File: src/rtl/conv_encoder_framer_if.sv
// Handshake bundle for conv_encoder_framer.
//   in_valid/in_bit/in_last/in_ready : information-bit stream (into the encoder)
//   sym_valid/sym/sym_last/sym_ready : code-symbol stream (out of the encoder)
// The slave modport is the encoder's view; master is the surrounding logic.
interface conv_encoder_framer_if;
   logic       in_valid;
   logic       in_bit;
   logic       in_last;
   logic       in_ready;
   logic       sym_valid;
   logic [1:0] sym;
   logic       sym_last;
   logic       sym_ready;

   modport master (
      output in_valid, in_bit, in_last, sym_ready,
      input  in_ready, sym_valid, sym, sym_last
   );

   modport slave (
      input  in_valid, in_bit, in_last, sym_ready,
      output in_ready, sym_valid, sym, sym_last
   );
endinterface

File: src/rtl/conv_encoder_framer.sv
// Rate-1/2 convolutional encoder with framing, feeding the Viterbi decoder.
// Each accepted information bit yields one 2-bit symbol; optionally K-1 zero
// tail bits terminate the trellis in state 0. Frames longer than the decoder
// buffer are truncated and the excess input is swallowed.
// Ports:
//   clk, rst_n  : clock, asynchronous active-low reset
//   bus         : slave side of conv_encoder_framer_if (bit in, symbol out)
//   frame_len   : symbols in the last completed frame
//   frame_done  : one-cycle pulse after the final symbol is accepted
//   overflow    : sticky, a frame was truncated at capacity
//
// state  | meaning
// S_IDLE | waiting for the first bit of a frame, st and count are zero
// S_DATA | accepting data bits, one symbol each
// S_TAIL | emitting K-1 zero-input flush symbols, input stalled
// S_DROP | frame truncated, discarding input up to and including in_last
module conv_encoder_framer #(
   parameter int             K        = 3,
   parameter logic [K-1:0]   G0       = 3'b111,
   parameter logic [K-1:0]   G1       = 3'b101,
   parameter int             TAIL     = 1,
   parameter int             MAX_SYMS = 256
) (
   input  logic                        clk,
   input  logic                        rst_n,
   conv_encoder_framer_if.slave        bus,
   output logic [7:0]                  frame_len,
   output logic                        frame_done,
   output logic                        overflow
);

   localparam int         CAP      = (MAX_SYMS > 255) ? 255 : MAX_SYMS;
   localparam int         L        = CAP - TAIL * (K - 1);
   localparam logic [7:0] LAST_IDX = 8'(L - 1);
   localparam int         TW       = (K > 2) ? $clog2(K - 1) : 1;

   typedef enum logic [1:0] {S_IDLE, S_DATA, S_TAIL, S_DROP} state_t;

   state_t          state;
   logic [K-2:0]    st;
   logic [7:0]      cnt;
   logic [7:0]      len_pend;
   logic [TW-1:0]   tail_left;
   logic            trunc;

   logic            load;
   logic            xfer_last;
   logic [K-1:0]    r_in;
   logic [1:0]      sym_n;
   logic            cap_hit;

   assign load      = !bus.sym_valid || bus.sym_ready;
   assign xfer_last = bus.sym_valid && bus.sym_ready && bus.sym_last;
   assign bus.in_ready = load && (state != S_TAIL);

   // Tail bits are zero; otherwise the offered bit enters the register.
   assign r_in    = {st, (state == S_TAIL) ? 1'b0 : bus.in_bit};
   assign sym_n   = {^(G0 & r_in), ^(G1 & r_in)};
   // cnt equals the number of data bits already accepted in this frame.
   assign cap_hit = (cnt == LAST_IDX);

   always_ff @(posedge clk or negedge rst_n) begin
      if (!rst_n) begin
         state         <= S_IDLE;
         st            <= '0;
         cnt           <= '0;
         len_pend      <= '0;
         tail_left     <= '0;
         trunc         <= 1'b0;
         bus.sym_valid <= 1'b0;
         bus.sym       <= '0;
         bus.sym_last  <= 1'b0;
         frame_len     <= '0;
         frame_done    <= 1'b0;
         overflow      <= 1'b0;
      end else begin
         frame_done <= xfer_last;
         if (xfer_last) frame_len <= len_pend;
         if (load) bus.sym_valid <= 1'b0;

         case (state)
            S_IDLE, S_DATA: begin
               if (bus.in_valid && load) begin
                  bus.sym_valid <= 1'b1;
                  bus.sym       <= sym_n;
                  st            <= r_in[K-2:0];
                  cnt           <= cnt + 8'd1;
                  state         <= S_DATA;
                  bus.sym_last  <= 1'b0;
                  if (bus.in_last || cap_hit) begin
                     if (!bus.in_last) overflow <= 1'b1;
                     if (TAIL != 0) begin
                        state     <= S_TAIL;
                        tail_left <= TW'(K - 2);
                        trunc     <= !bus.in_last;
                     end else begin
                        bus.sym_last <= 1'b1;
                        len_pend     <= cnt + 8'd1;
                        st           <= '0;
                        cnt          <= '0;
                        state        <= bus.in_last ? S_IDLE : S_DROP;
                     end
                  end
               end
            end
            S_TAIL: begin
               if (load) begin
                  bus.sym_valid <= 1'b1;
                  bus.sym       <= sym_n;
                  st            <= r_in[K-2:0];
                  cnt           <= cnt + 8'd1;
                  bus.sym_last  <= 1'b0;
                  if (tail_left == '0) begin
                     bus.sym_last <= 1'b1;
                     len_pend     <= cnt + 8'd1;
                     st           <= '0;
                     cnt          <= '0;
                     state        <= trunc ? S_DROP : S_IDLE;
                  end else begin
                     tail_left <= tail_left - 1'b1;
                  end
               end
            end
            S_DROP: begin
               if (bus.in_valid && load && bus.in_last) state <= S_IDLE;
            end
            default: state <= S_IDLE;
         endcase
      end
   end

endmodule

File: src/flat_wrapper.sv
// flat-port wrapper written by rule: the top's interface ports become plain ports
module conv_encoder_framer_flat 
#(
   parameter int             K        = 3,
   parameter logic [K-1:0]   G0       = 3'b111,
   parameter logic [K-1:0]   G1       = 3'b101,
   parameter int             TAIL     = 1,
   parameter int             MAX_SYMS = 256
)
  (clk, rst_n, frame_len, frame_done, overflow, bus_in_valid, bus_in_bit, bus_in_last, bus_sym_ready, bus_in_ready, bus_sym_valid, bus_sym, bus_sym_last);
  conv_encoder_framer_if bus_i ();
  input  logic clk;
  input  logic rst_n;
  output logic [7:0] frame_len;
  output logic frame_done;
  output logic overflow;
  input wire logic [$bits(bus_i.in_valid)-1:0] bus_in_valid;
  input wire logic [$bits(bus_i.in_bit)-1:0] bus_in_bit;
  input wire logic [$bits(bus_i.in_last)-1:0] bus_in_last;
  input wire logic [$bits(bus_i.sym_ready)-1:0] bus_sym_ready;
  output wire logic [$bits(bus_i.in_ready)-1:0] bus_in_ready;
  output wire logic [$bits(bus_i.sym_valid)-1:0] bus_sym_valid;
  output wire logic [$bits(bus_i.sym)-1:0] bus_sym;
  output wire logic [$bits(bus_i.sym_last)-1:0] bus_sym_last;
  assign bus_i.in_valid = bus_in_valid;
  assign bus_i.in_bit = bus_in_bit;
  assign bus_i.in_last = bus_in_last;
  assign bus_i.sym_ready = bus_sym_ready;
  assign bus_in_ready = bus_i.in_ready;
  assign bus_sym_valid = bus_i.sym_valid;
  assign bus_sym = bus_i.sym;
  assign bus_sym_last = bus_i.sym_last;
  conv_encoder_framer #(.K(K), .G0(G0), .G1(G1), .TAIL(TAIL), .MAX_SYMS(MAX_SYMS)) u_core (.clk(clk), .rst_n(rst_n), .bus(bus_i), .frame_len(frame_len), .frame_done(frame_done), .overflow(overflow));
endmodule
File: config.mk
export PLATFORM = sky130hd
export DESIGN_NAME = conv_encoder_framer_flat
export DESIGN_NICKNAME = d
export VERILOG_FILES = /design/src/rtl/conv_encoder_framer_if.sv /design/src/rtl/conv_encoder_framer.sv /design/src/flat_wrapper.sv
export SDC_FILE = /design/constraint.sdc
export NUM_CORES = 1
export LEC_CHECK = 0
export CAP_MARGIN = 5
export CORE_UTILIZATION = 55
export DETAILED_ROUTE_END_ITERATION = 8
export GPL_ROUTABILITY_DRIVEN = 1
export PLACE_DENSITY = 0.79
export RECOVER_POWER = 25
export SYNTH_ARGS = -nofsm -noshare
export SYNTH_HDL_FRONTEND = slang
export SYNTH_SLANG_ARGS = --single-unit
export TNS_END_PERCENT = 5
File: constraint.sdc
create_clock -name clk -period 2.8 [get_ports clk]
set_clock_uncertainty 0.15 [all_clocks]
set_input_delay 0.42 -clock clk [delete_from_list [all_inputs] [get_ports clk]]
set_output_delay 0.42 -clock clk [all_outputs]
set_load 0.03 [all_outputs]
== Word-level counts from Yosys, hierarchy flattened ==
Index checks and enable logic that the tools add are counted.
Cells by class
  reductions and logical operators: 20
  $add $sub $neg: 2
  bitwise operators: 2
  equality and inequality tests: 10
  mux-type cells: 32
Operator list (count)
  $mux 8: 3
  $mux 2: 11
  $pmux 8 s2: 1
  $reduce_and 4->1: 3
  $mux 1: 11
  $reduce_and 3->1: 3
  $add 8x1->8 const B: 1
  $eq 8x8->1 const B: 1
  $ne 2x1->1 const B: 4
  $pmux 2 s2: 2
  $pmux 1 s2: 3
  $pmux 2 s3: 1
  $reduce_xor 3->1: 2
  $logic_and 1x1->1: 5
  $eq 2x2->1 const B: 2
  $ne 2x2->1 const B: 2
  $eq 2x1->1 const B: 1
  $logic_not 1->1: 2
  $logic_not 2->1: 1
  $logic_or 1x1->1: 2
  $not 1->1: 2
  $reduce_bool 2->1: 1
  $reduce_or 2->1: 1
  $sub 1x1->1 const B: 1
Word-level totals
  bits of input ports: 6
  output and inout port bits: 15
  flip-flop bits (word level): 36
  word-level logic and storage cells: 78

== Longest topological paths before layout ==
Gate-level depths: netlist (run 1).
  word-level depth: 6
  mapped depth: 6
  gate-level depth less buffers: 5

== Least setup slack after synthesis (run 1) ==
OpenSTA, ideal clock, no wires.
  path kind: register to output
  start: reg u_core.bus.sym_valid
  end: out bus_in_ready
  buffers on the path: 0
  setup slack: 1.119 ns
  arrival: 1.111 ns
  data required time: 2.230 ns
  cell stages (with the launch flop): 3
  cells stage by stage: dfrtp_1 > nor2b_1 > nor2_1
On the way
  cells in the longest elaborated chain, start to end: 3
RTL lines
  from (decl): RTL line conv_encoder_framer_if.sv:22  | output in_ready, sym_valid, sym, sym_last
  from (signal assigned): RTL line conv_encoder_framer.sv:70  | bus.sym_valid <= 1'b0;
  from (signal assigned): RTL line conv_encoder_framer.sv:79  | if (load) bus.sym_valid <= 1'b0;
  from (signal assigned): RTL line conv_encoder_framer.sv:84  | bus.sym_valid <= 1'b1;
  $logic_not 1->1: RTL line conv_encoder_framer.sv:52  | assign load = !bus.sym_valid || bus.sym_ready;
  $logic_or 1x1->1: RTL line conv_encoder_framer.sv:52
  $logic_and 1x1->1: RTL line conv_encoder_framer.sv:54  | assign bus.in_ready = load && (state != S_TAIL);
  to (decl): RTL line flat_wrapper.sv:21  | output wire logic [$bits(bus_i.in_ready)-1:0] bus_in_ready;
Every way passes these cells.

== Worst setup path in the final report (run 1) ==
  start: reg u_core.state[1]
  end: out bus_in_ready
On the way
  cells in the longest elaborated chain, start to end: 2
RTL lines
  from (decl): RTL line conv_encoder_framer.sv:39  | state_t state;
  from (signal assigned): RTL line conv_encoder_framer.sv:101  | state <= bus.in_last ? S_IDLE : S_DROP;
  from (signal assigned): RTL line conv_encoder_framer.sv:118  | state <= trunc ? S_DROP : S_IDLE;
  $ne 2x2->1: RTL line conv_encoder_framer.sv:54
  $logic_and 1x1->1: RTL line conv_encoder_framer.sv:54
Every way passes these cells.

==> flow_summary.toml, run 1 <==
[finish]
num_antenna_cells = 0
nets = 189
areaGrowthSynthToFinish_pct = 17.33
fillCellCount = 230
drive_above_1_share = 0.1271

[timing]
finalSetupViolCount = 0
fin_crit_ns = 2.554
setup_tns_ns = 0
final_hold_viol_count = 0
finalHoldWorstSlack_ns = 0.3373
slew_viol_final = 37
fmax_ghz = 0.3916
worst_pin_slew_ns = 1.836
rsz0062_at_grt = "false"
fin_crit_sh = 0.9120
slew_headroom = -0.2237

[hold_path]
whs_path_depth = 2
hp-class = "reg2reg"
hold_end = "u_core.bus.sym[0]$_DFFE_PN0P_"
hp-start = "u_core.bus.sym[0]$_DFFE_PN0P_"

[clocking]
cts_tree = "done"
clock_path_buffers = 2
numCtsBuffers = 5
cts.sinks = 36
clock_latency_ns = 0.33
post_cts_buffers = 0
htree_levels = 2
cts-resized-gates = 0
cts.clk_slew.worst_paths_ns = 0.10
hold_buffers = 0
root_buffer = "clkbuf_4"

[global_routing]
grt_max_degree = 37
grt_pass1_wl_um = 5409
antenna_found_initial = 0
first_global_vias = 1197
grt-ovfl-total = 0
track_usage = 0.2206

[worst_setup_path]
rr_endpoint = "u_core.len_pend[1]$_DFFE_PN0P_"
required_ns = 2.23
r2r_setup_slack_ns = 0.88
critPathTopFamily = "buffers and inverters"
path_cells = "nor2b_1 -> nor2_1 -> clkdlybuf4s50_1"
cp_num_buf_inv = 1
cp_max_fo = 13
crit_slowest_cell = "clkdlybuf4s50_1"
arrival_ns = 1.98
critPathMaxStageDelay_ns = 0.61
r2r_start = "u_core.state[1]$_DFFE_PN0P_"
critPathKind = "reg2out"
cp-end-kind = "output pin"
startpoint_type = "register"
ff2ff_path_depth = 3

[floorplanning]
die_h_um = 57.19
start_util = 0.5922
std_cell_rows = 19
io_pins = 21
core_area_um2 = 2829
fp.dieArea_um2 = 3271
chipWidth_um = 57.19

[synthesis]
ys_ff_latch = 36
synthArstFlopShare = 1.000
synth_seq_area_share = 0.5377
syn_nets = 164
yosys.cell_types.count = 34
syn_area_um2 = 1675
syn_inst = 156
synth_ff_type = "dfrtp_1"
synth_edf_count = 0
synth_area_leaders = "dfrtp_1 54%, mux2_2 6.0%, nand2_1 5.2%, o21ai_0 3.9%, o21ai_1 2.4%"
yosys.area.top_type_share = 0.5377
yosysTopAreaCell = "dfrtp_1"
syn_area_per_cell_um2 = 10.74
ys_warn_count = 0

[detailed_routing]
first_pass_iters = 7
totalWireLength_um = 2969
dr_total_vias = 1215
wl_per_cell_um = 14.00
vias_per_cell = 5.731
drtIter0Drc = 50
remaining_drc_errors = 4
postRouteAntennaNets = 0

[job]
drv_cap = 1

[place]
portBuffers = 20
dp_hpwl_um = 2128
gp_congestion = 0.8139

[pwr]
pwr_density_cell_nw_per_um2 = 1012
p_leak_nw = 0.8849
peakVddDrop_mv = 0.5522

[run_status]
status = "finished, violations left"
violations = "design-rule violations, max-capacitance violations, max-slew violations"
## logic make-up (layout without fill, tap and decap cells)
group | after synthesis | after routing | synth area share
simple gates | 51 | 51 | 0.1636
compound gates | 42 | 42 | 0.1538
flops | 36 | 36 | 0.5377
mux | 9 | 9 | 0.06049
buf+inv | 9 | 34 | 0.02390
xor+xnor | 7 | 7 | 0.04555
fa+ha+maj | 2 | 2 | 0.01493
## metrics by stage
step | util | total power, W | setup slack [ns] | instances | instance area, um2
floorplan | - | 0.001433 | 1.119 | 156 | 1675
global placement | 0.6732 | 0.001677 | 0.4731 | 205 | 1904
detailed placement | 0.6732 | 0.001709 | 0.4520 | 205 | 1904
CTS | 0.6962 | 0.002012 | 0.2416 | 212 | 1969
global route | 0.6948 | 0.002150 | 0.04131 | 212 | 1966
finish | 0.6948 | 0.001990 | 0.2465 | 212 | 1966
## cells in the final DEF, fill, tap and decap left out, drive strengths merged, types with 2 or more instances in the layout
| master | count |
|---|---|
| o2bb2ai | 2 |
| nand3 | 5 |
| clkdlybuf4s50 | 19 |
| clkbuf | 8 |
| nor2 | 5 |
| dfrtp | 36 |
| nand2b | 6 |
| o21bai | 2 |
| nor3 | 2 |
| nor2b | 3 |
| inv | 6 |
| ha | 2 |
| o31ai | 3 |
| and2 | 2 |
| nand2 | 23 |
| a21o | 2 |
| mux2 | 9 |
| xnor2 | 2 |
| o21ai | 22 |
| xor2 | 4 |
| a21oi | 8 |
## sequential cells by signal, summed over array words and instances, names as in the netlist, 2 cells and up
signal	flops
u_core.cnt	8
u_core.frame_len	8
u_core.st	2
u_core.state	2
u_core.bus.sym	2
u_core.len_pend	8
## Yosys cell counts, types with 3 or more instances
master / instances
o31ai_1: 3
nand3_1: 5
a21oi_1: 7
dfrtp_1: 36
o21ai_0: 13
inv_1: 6
nor2_1: 5
nand2b_1: 6
mux2_2: 9
nor2b_1: 3
o21ai_1: 8
xor2_1: 4
nand2_1: 23
## worst max-delay path by stage
stage	start	to	depth (start not counted)
2_1_floorplan	u_core.bus.sym_valid$_DFF_PN0_	bus_in_ready	2
3_3_place_gp	bus_sym_ready	bus_in_ready	4
3_5_place_dp	bus_sym_ready	bus_in_ready	4
4_1_cts	u_core.state[1]$_DFFE_PN0P_	bus_in_ready	3
5_1_grt	rst_n	u_core.cnt[2]$_DFFE_PN0P_	2
6_report	u_core.state[1]$_DFFE_PN0P_	bus_in_ready	3
## area by class of cell
class	instances	area, um2	share of cell area
repair buffers	21	203.9	0.1038
multi-input cells	111	734.5	0.3736
well taps	31	38.79	0.01973
clock buffers	7	65.06	0.03310
flip-flops and latches	36	900.9	0.4583
inverters	6	22.52	0.01146
## tightest hold or removal path, stage by stage, from the launching register on
cell and delay, ns:
dfrtp_1 0.35, nand2_1 0.04, o21ai_0 0.06
## layer usage
layer  vias to the layer above  part of all wire  wire length, um  track usage
met5                         -                 0                0            0
met4                         0             0.013               40      0.08711
met3                         6             0.043              128      0.05896
met2                        28              0.50             1483       0.3563
met1                       588              0.44             1316       0.2859
li1                        593                 -                -            -
## power by group
| part | switching [W] | total (W) | internal [W] | leakage, nW |
|---|---|---|---|---|
| logic | 0.000494 | 0.000867 | 0.000373 | 0.381 |
| registers | 0.000144 | 0.000825 | 0.000681 | 0.466 |
| clock network | 0.000156 | 0.000298 | 0.000142 | 0.0374 |
| total | 0.000793 | 0.00199 | 0.00120 | 0.885 |
No activity file was read; power rests on OpenSTA's default activity.
==> run 2: changes to the inputs <==
SETUP_SLACK_MARGIN = 0.2   (was unset)
==> run 2 against run 1 <==
Against the previous run: die area did not move; clock power barely moved; sequential cell count did not move; clock-buffer cell count did not move; largest cell class unchanged; worst hold slack barely moved; routed wire length rose by 0.94%; sequential share of layout area fell by 0.20 points; largest power group unchanged; first-iteration DRC count rose by 14%; the run ends with design-rule violations left; register-to-register slack got worse by 0.02 ns; highest routed layer unchanged; critical path depth did not move; sequential power barely moved.
==> flow_summary.toml, run 2 (synthesis results as in run 1) <==
[run_status]
status = "finished, violations left"
violations = "design-rule violations"

[clocking]
cts_tree = "done"
clock_path_buffers = 2
cts.sinks = 36
hold_buffers = 0
clock_latency_ns = 0.33
numCtsBuffers = 5
htree_levels = 2
cts.clk_slew.worst_paths_ns = 0.10
root_buffer = "clkbuf_4"

[job]
drv_cap = 0

[pwr]
total_power_w = 0.001995
switching_share = 0.3994
pwr-share-seq = 0.414
pwr-share-clk = 0.150
pwr_density_cell_nw_per_um2 = 1011
power.switching_w = 0.0007968
peakVddDrop_mv = 0.5524
p_leak_nw = 0.8977
intPower_w = 0.001198
comb_power_share = 0.436

[timing]
finalHoldWorstSlack_ns = 0.3373
slew_headroom = 0.5712
rsz0062_at_grt = "false"
fin_crit_ns = 2.105
finalSetupViolCount = 0
fin_crit_sh = 0.7519
worst_pin_slew_ns = 0.6432
slew_viol_final = 0
final_hold_viol_count = 0
setup_tns_ns = 0
fmax_ghz = 0.4750

[detailed_routing]
postRouteAntennaNets = 0
first_pass_iters = 8
drtIter0Drc = 57
totalWireLength_um = 2997
vias_per_cell = 5.774
remaining_drc_errors = 4
dr_total_vias = 1224
wl_per_cell_um = 14.14

[floorplanning]
core_area_um2 = 2829
fp.dieArea_um2 = 3271
start_util = 0.5922
std_cell_rows = 19
chipWidth_um = 57.19
io_pins = 21
die_h_um = 57.19

[place]
placed_cell_area_um2 = 1904
portBuffers = 20
place_inst = 205
gp_congestion = 0.8139
dp_hpwl_um = 2128

[finish]
drive_above_1_share = 0.1381
nets = 189
design_area_um2 = 1974
num_antenna_cells = 0
fillCellCount = 230
areaGrowthSynthToFinish_pct = 17.85
final_cells = 212
final_common_cell = "dfrtp_1"
mostFrequentLayoutCells = "36 x dfrtp_1, 23 x nand2_1, 18 x clkdlybuf4s50_1"
reg.largest.list = "u_core.cnt (8), u_core.frame_len (8), u_core.len_pend (8)"

[worst_setup_path]
critPathKind = "reg2out"
arrival_ns = 1.54
cp-end-kind = "output pin"
required_ns = 2.23
startpoint_type = "register"
cp_max_fo = 13

[global_routing]
first_global_vias = 1197
track_usage = 0.2206
antenna_found_initial = 0
grt-ovfl-total = 0
grt_max_degree = 37
grt_pass1_wl_um = 5409

[hold_path]
hp-class = "reg2reg"
==> run 2: cell types whose count changed in the layout (fill, tap and decap cells not counted) <==
cell	change
nor2b_2	+1
clkdlybuf4s50_1	-1
dlymetal6s2s_1	+1
nor2b_1	-1
buf_4	+1
clkbuf_1	-1
==> run 2: per-layer routing <==
layer | part of all wire | global-route usage
met3 | 0.052 | 0.05896
met4 | 0.018 | 0.08711
met2 | 0.50 | 0.3563
met1 | 0.43 | 0.2859
met5 | 0 | 0
==> run 2: worst max-delay path, stage by stage, from the launching register on <==
cell and delay [ns]:
dfrtp_1 0.55, nor2b_2 0.32, nor2_1 0.09, dlymetal6s2s_1 0.24
==> run 2: power by group through the flow <==
| stage | combinational, W | clock [W] | sequential, W |
|---|---|---|---|
| after floorplan | 0.000504 | 0 | 0.000929 |
| after global placement | 0.000855 | 0 | 0.000823 |
| after detailed placement | 0.000876 | 0 | 0.000833 |
| after CTS | 0.000878 | 0.000309 | 0.000826 |
| after global routing | 0.000965 | 0.000329 | 0.000858 |
| final | 0.000870 | 0.000299 | 0.000826 |
==> run 2: worst paths after layout <==
| check | startpoint | endpoint | slack, ns | depth (start not counted) |
|---|---|---|---|---|
| max | u_core.state[1]$_DFFE_PN0P_ | bus_in_ready | 0.69 | 3 |
| min | u_core.bus.sym[0]$_DFFE_PN0P_ | u_core.bus.sym[0]$_DFFE_PN0P_ | 0.34 | 2 |
| max reg2reg | u_core.state[1]$_DFFE_PN0P_ | u_core.len_pend[1]$_DFFE_PN0P_ | 0.86 | 3 |
| min reg2reg | u_core.bus.sym[0]$_DFFE_PN0P_ | u_core.bus.sym[0]$_DFFE_PN0P_ | 0.34 | 2 |
| max in group asynchronous | rst_n | u_core.st[0]$_DFFE_PN0P_ | 1.77 | 2 |
| min in group asynchronous | rst_n | u_core.cnt[5]$_DFFE_PN0P_ | 0.42 | 2 |
==> run 2: cell type report <==
| cell class | instances | area [um2] | area share |
|---|---|---|---|
| Clock buffer | 7 | 65.06 | 0.03295 |
| Inverter | 6 | 22.52 | 0.01141 |
| Multi-Input combinational cell | 111 | 737.0 | 0.3733 |
| Sequential cell | 36 | 900.9 | 0.4563 |
| Tap cell | 31 | 38.79 | 0.01965 |
| Timing Repair Buffer | 21 | 210.2 | 0.1065 |
==> run 2: stage by stage <==
stage	util	setup slack, ns
2_1_floorplan	-	1.119
3_3_place_gp	0.6732	0.4731
3_5_place_dp	0.6732	0.4520
4_1_cts	0.6962	0.2416
5_1_grt	0.6979	0.5591
6_report	0.6979	0.6946
==> run 2: repair_timing <==
item / in CTS / in global routing
endpoints found under the setup margin: 0 / 1
setup buffers: 0 / 0
resized for setup: 0 / 2
endpoints found under the hold margin: 0 / 0
==> run 3: changes to the inputs <==
CORE_UTILIZATION = 49   (was 55)
PLACE_DENSITY = 0.75   (was 0.79)
clock period = 1.7 ns   (was 2.8 ns; I/O delays follow)
==> run 3 against run 2 <==
Against the previous run: setup slack got worse by 0.64 ns; routed wire length rose by 7.7%; the run now ends clean; core utilization about the same; design area rose by 11%; global-route usage shrank 0.98 points; worst hold slack got worse by 0.0021 ns; sequential share of layout area shrank 4.5 points; die area increased by 12%.
==> flow_summary.toml, run 3 (synthesis results as in run 1) <==
[run_status]
status = "finished, final reports clean"

[hold_path]
hp-class = "reg2reg"

[timing]
finalHoldWorstSlack_ns = 0.3352
final_hold_viol_count = 0
fin_crit_sh = 0.9651
rsz0062_at_grt = "true"
worst_pin_slew_ns = 0.8577
fmax_ghz = 0.6095
setup_tns_ns = 0
fin_crit_ns = 1.641
slew_headroom = 0.4282
finalSetupViolCount = 0
slew_viol_final = 0

[floorplanning]
die_h_um = 60.48
core_area_um2 = 3153
io_pins = 21
start_util = 0.5313
std_cell_rows = 20
chipWidth_um = 60.48
fp.dieArea_um2 = 3657

[global_routing]
grt-ovfl-total = 0
grt_max_degree = 37
grt_pass1_wl_um = 5444
antenna_found_initial = 0
first_global_vias = 1237
track_usage = 0.2108

[detailed_routing]
wl_per_cell_um = 13.17
dr_total_vias = 1293
first_pass_iters = 6
vias_per_cell = 5.278
drtIter0Drc = 30
postRouteAntennaNets = 0
remaining_drc_errors = 0
totalWireLength_um = 3227

[place]
gp_congestion = 0.8447
dp_hpwl_um = 2266
portBuffers = 20
placed_cell_area_um2 = 2076
place_inst = 235

[clocking]
root_buffer = "clkbuf_4"
clock_latency_ns = 0.34
cts_tree = "done"
numCtsBuffers = 5
htree_levels = 2
hold_buffers = 0
cts.sinks = 36
cts.clk_slew.worst_paths_ns = 0.10
clock_path_buffers = 2

[worst_setup_path]
cp_max_fo = 6
cp-end-kind = "output pin"
required_ns = 1.29
critPathKind = "reg2out"
startpoint_type = "register"
arrival_ns = 1.24

[finish]
num_antenna_cells = 0
final_common_cell = "dfrtp_1"
nets = 209
final_cells = 245
fillCellCount = 256
reg.largest.list = "u_core.cnt (8), u_core.frame_len (8), u_core.len_pend (8)"
design_area_um2 = 2200
multi_input_area_um2 = 792.0
final_util = 0.6976
ff_latch_area_um2 = 904.6
areaGrowthSynthToFinish_pct = 31.29
mostFrequentLayoutCells = "33 x dfrtp_1, 22 x nand2_1, 16 x buf_4"
drive_above_1_share = 0.2786

[pwr]
peakVddDrop_mv = 1.146
pwr_density_cell_nw_per_um2 = 1645
p_leak_nw = 1.028

[job]
drv_cap = 0
==> run 3: final cells by class <==
cell class,count,share of cell area
sequential,36,0.4113
multi-input combinational,111,0.3601
timing repair buffer,41,0.1724
tap,44,0.02503
clock buffer,6,0.01877
inverter,6,0.01024
clock inverter,1,0.002275
==> run 3: final timing paths <==
path,slack (ns),depth (start not counted),to,from
min in group asynchronous,0.41,2,u_core.frame_len[0]$_DFFE_PN0P_,rst_n
worst max-delay path,0.06,4,bus_in_ready,u_core.state[0]$_DFFE_PN0P_
worst min register to register,0.34,1,u_core.overflow$_DFFE_PN0P_,u_core.overflow$_DFFE_PN0P_
max in group asynchronous,0.41,2,u_core.state[0]$_DFFE_PN0P_,rst_n
worst max register to register,0.08,5,u_core.cnt[7]$_DFFE_PN0P_,u_core.state[1]$_DFFE_PN0P_
worst min-delay path,0.34,1,u_core.overflow$_DFFE_PN0P_,u_core.overflow$_DFFE_PN0P_
==> run 3: repair_timing <==
| item | 4_1_cts | 5_1_grt |
|---|---|---|
| pin swaps | 16 | 2 |
| buffers inserted | 1 | 2 |
| setup endpoints to repair | 32 | 36 |
| gates resized for setup | 45 | 3 |
==> run 3: per-stage QoR <==
| stage | setup slack, ns | total power (W) |
|---|---|---|
| after global placement | -0.09434 | 0.002984 |
| after floorplan | 0.1856 | 0.002377 |
| after global routing | 0.003003 | 0.003865 |
| after CTS | 0.03077 | 0.003587 |
| after detailed placement | -0.1474 | 0.003040 |
| final | 0.05935 | 0.003619 |
==> run 3: where the power goes <==
part | total (W) | switching, W | internal [W] | leakage [nW]
clock network | 0.000416 | 0.000264 | 0.000152 | 0.0281
logic | 0.00186 | 0.000966 | 0.000891 | 0.537
registers | 0.00134 | 0.000217 | 0.00113 | 0.463
total | 0.00362 | 0.00145 | 0.00217 | 1.03
==> run 3: critical path: stages (launching register included) <==
cell and delay [ns]:
dfrtp_2 0.48, nor2b_4 0.14, buf_6 0.11, nor2_4 0.03, buf_6 0.13
==> run 3: metal layers <==
layer	global-route usage	part of all wire	vias up
met5	0	0	-
met2	0.3532	0.50	33
met1	0.2521	0.44	617
met3	0.06610	0.045	6
met4	0.08766	0.016	0
li1	-	-	637
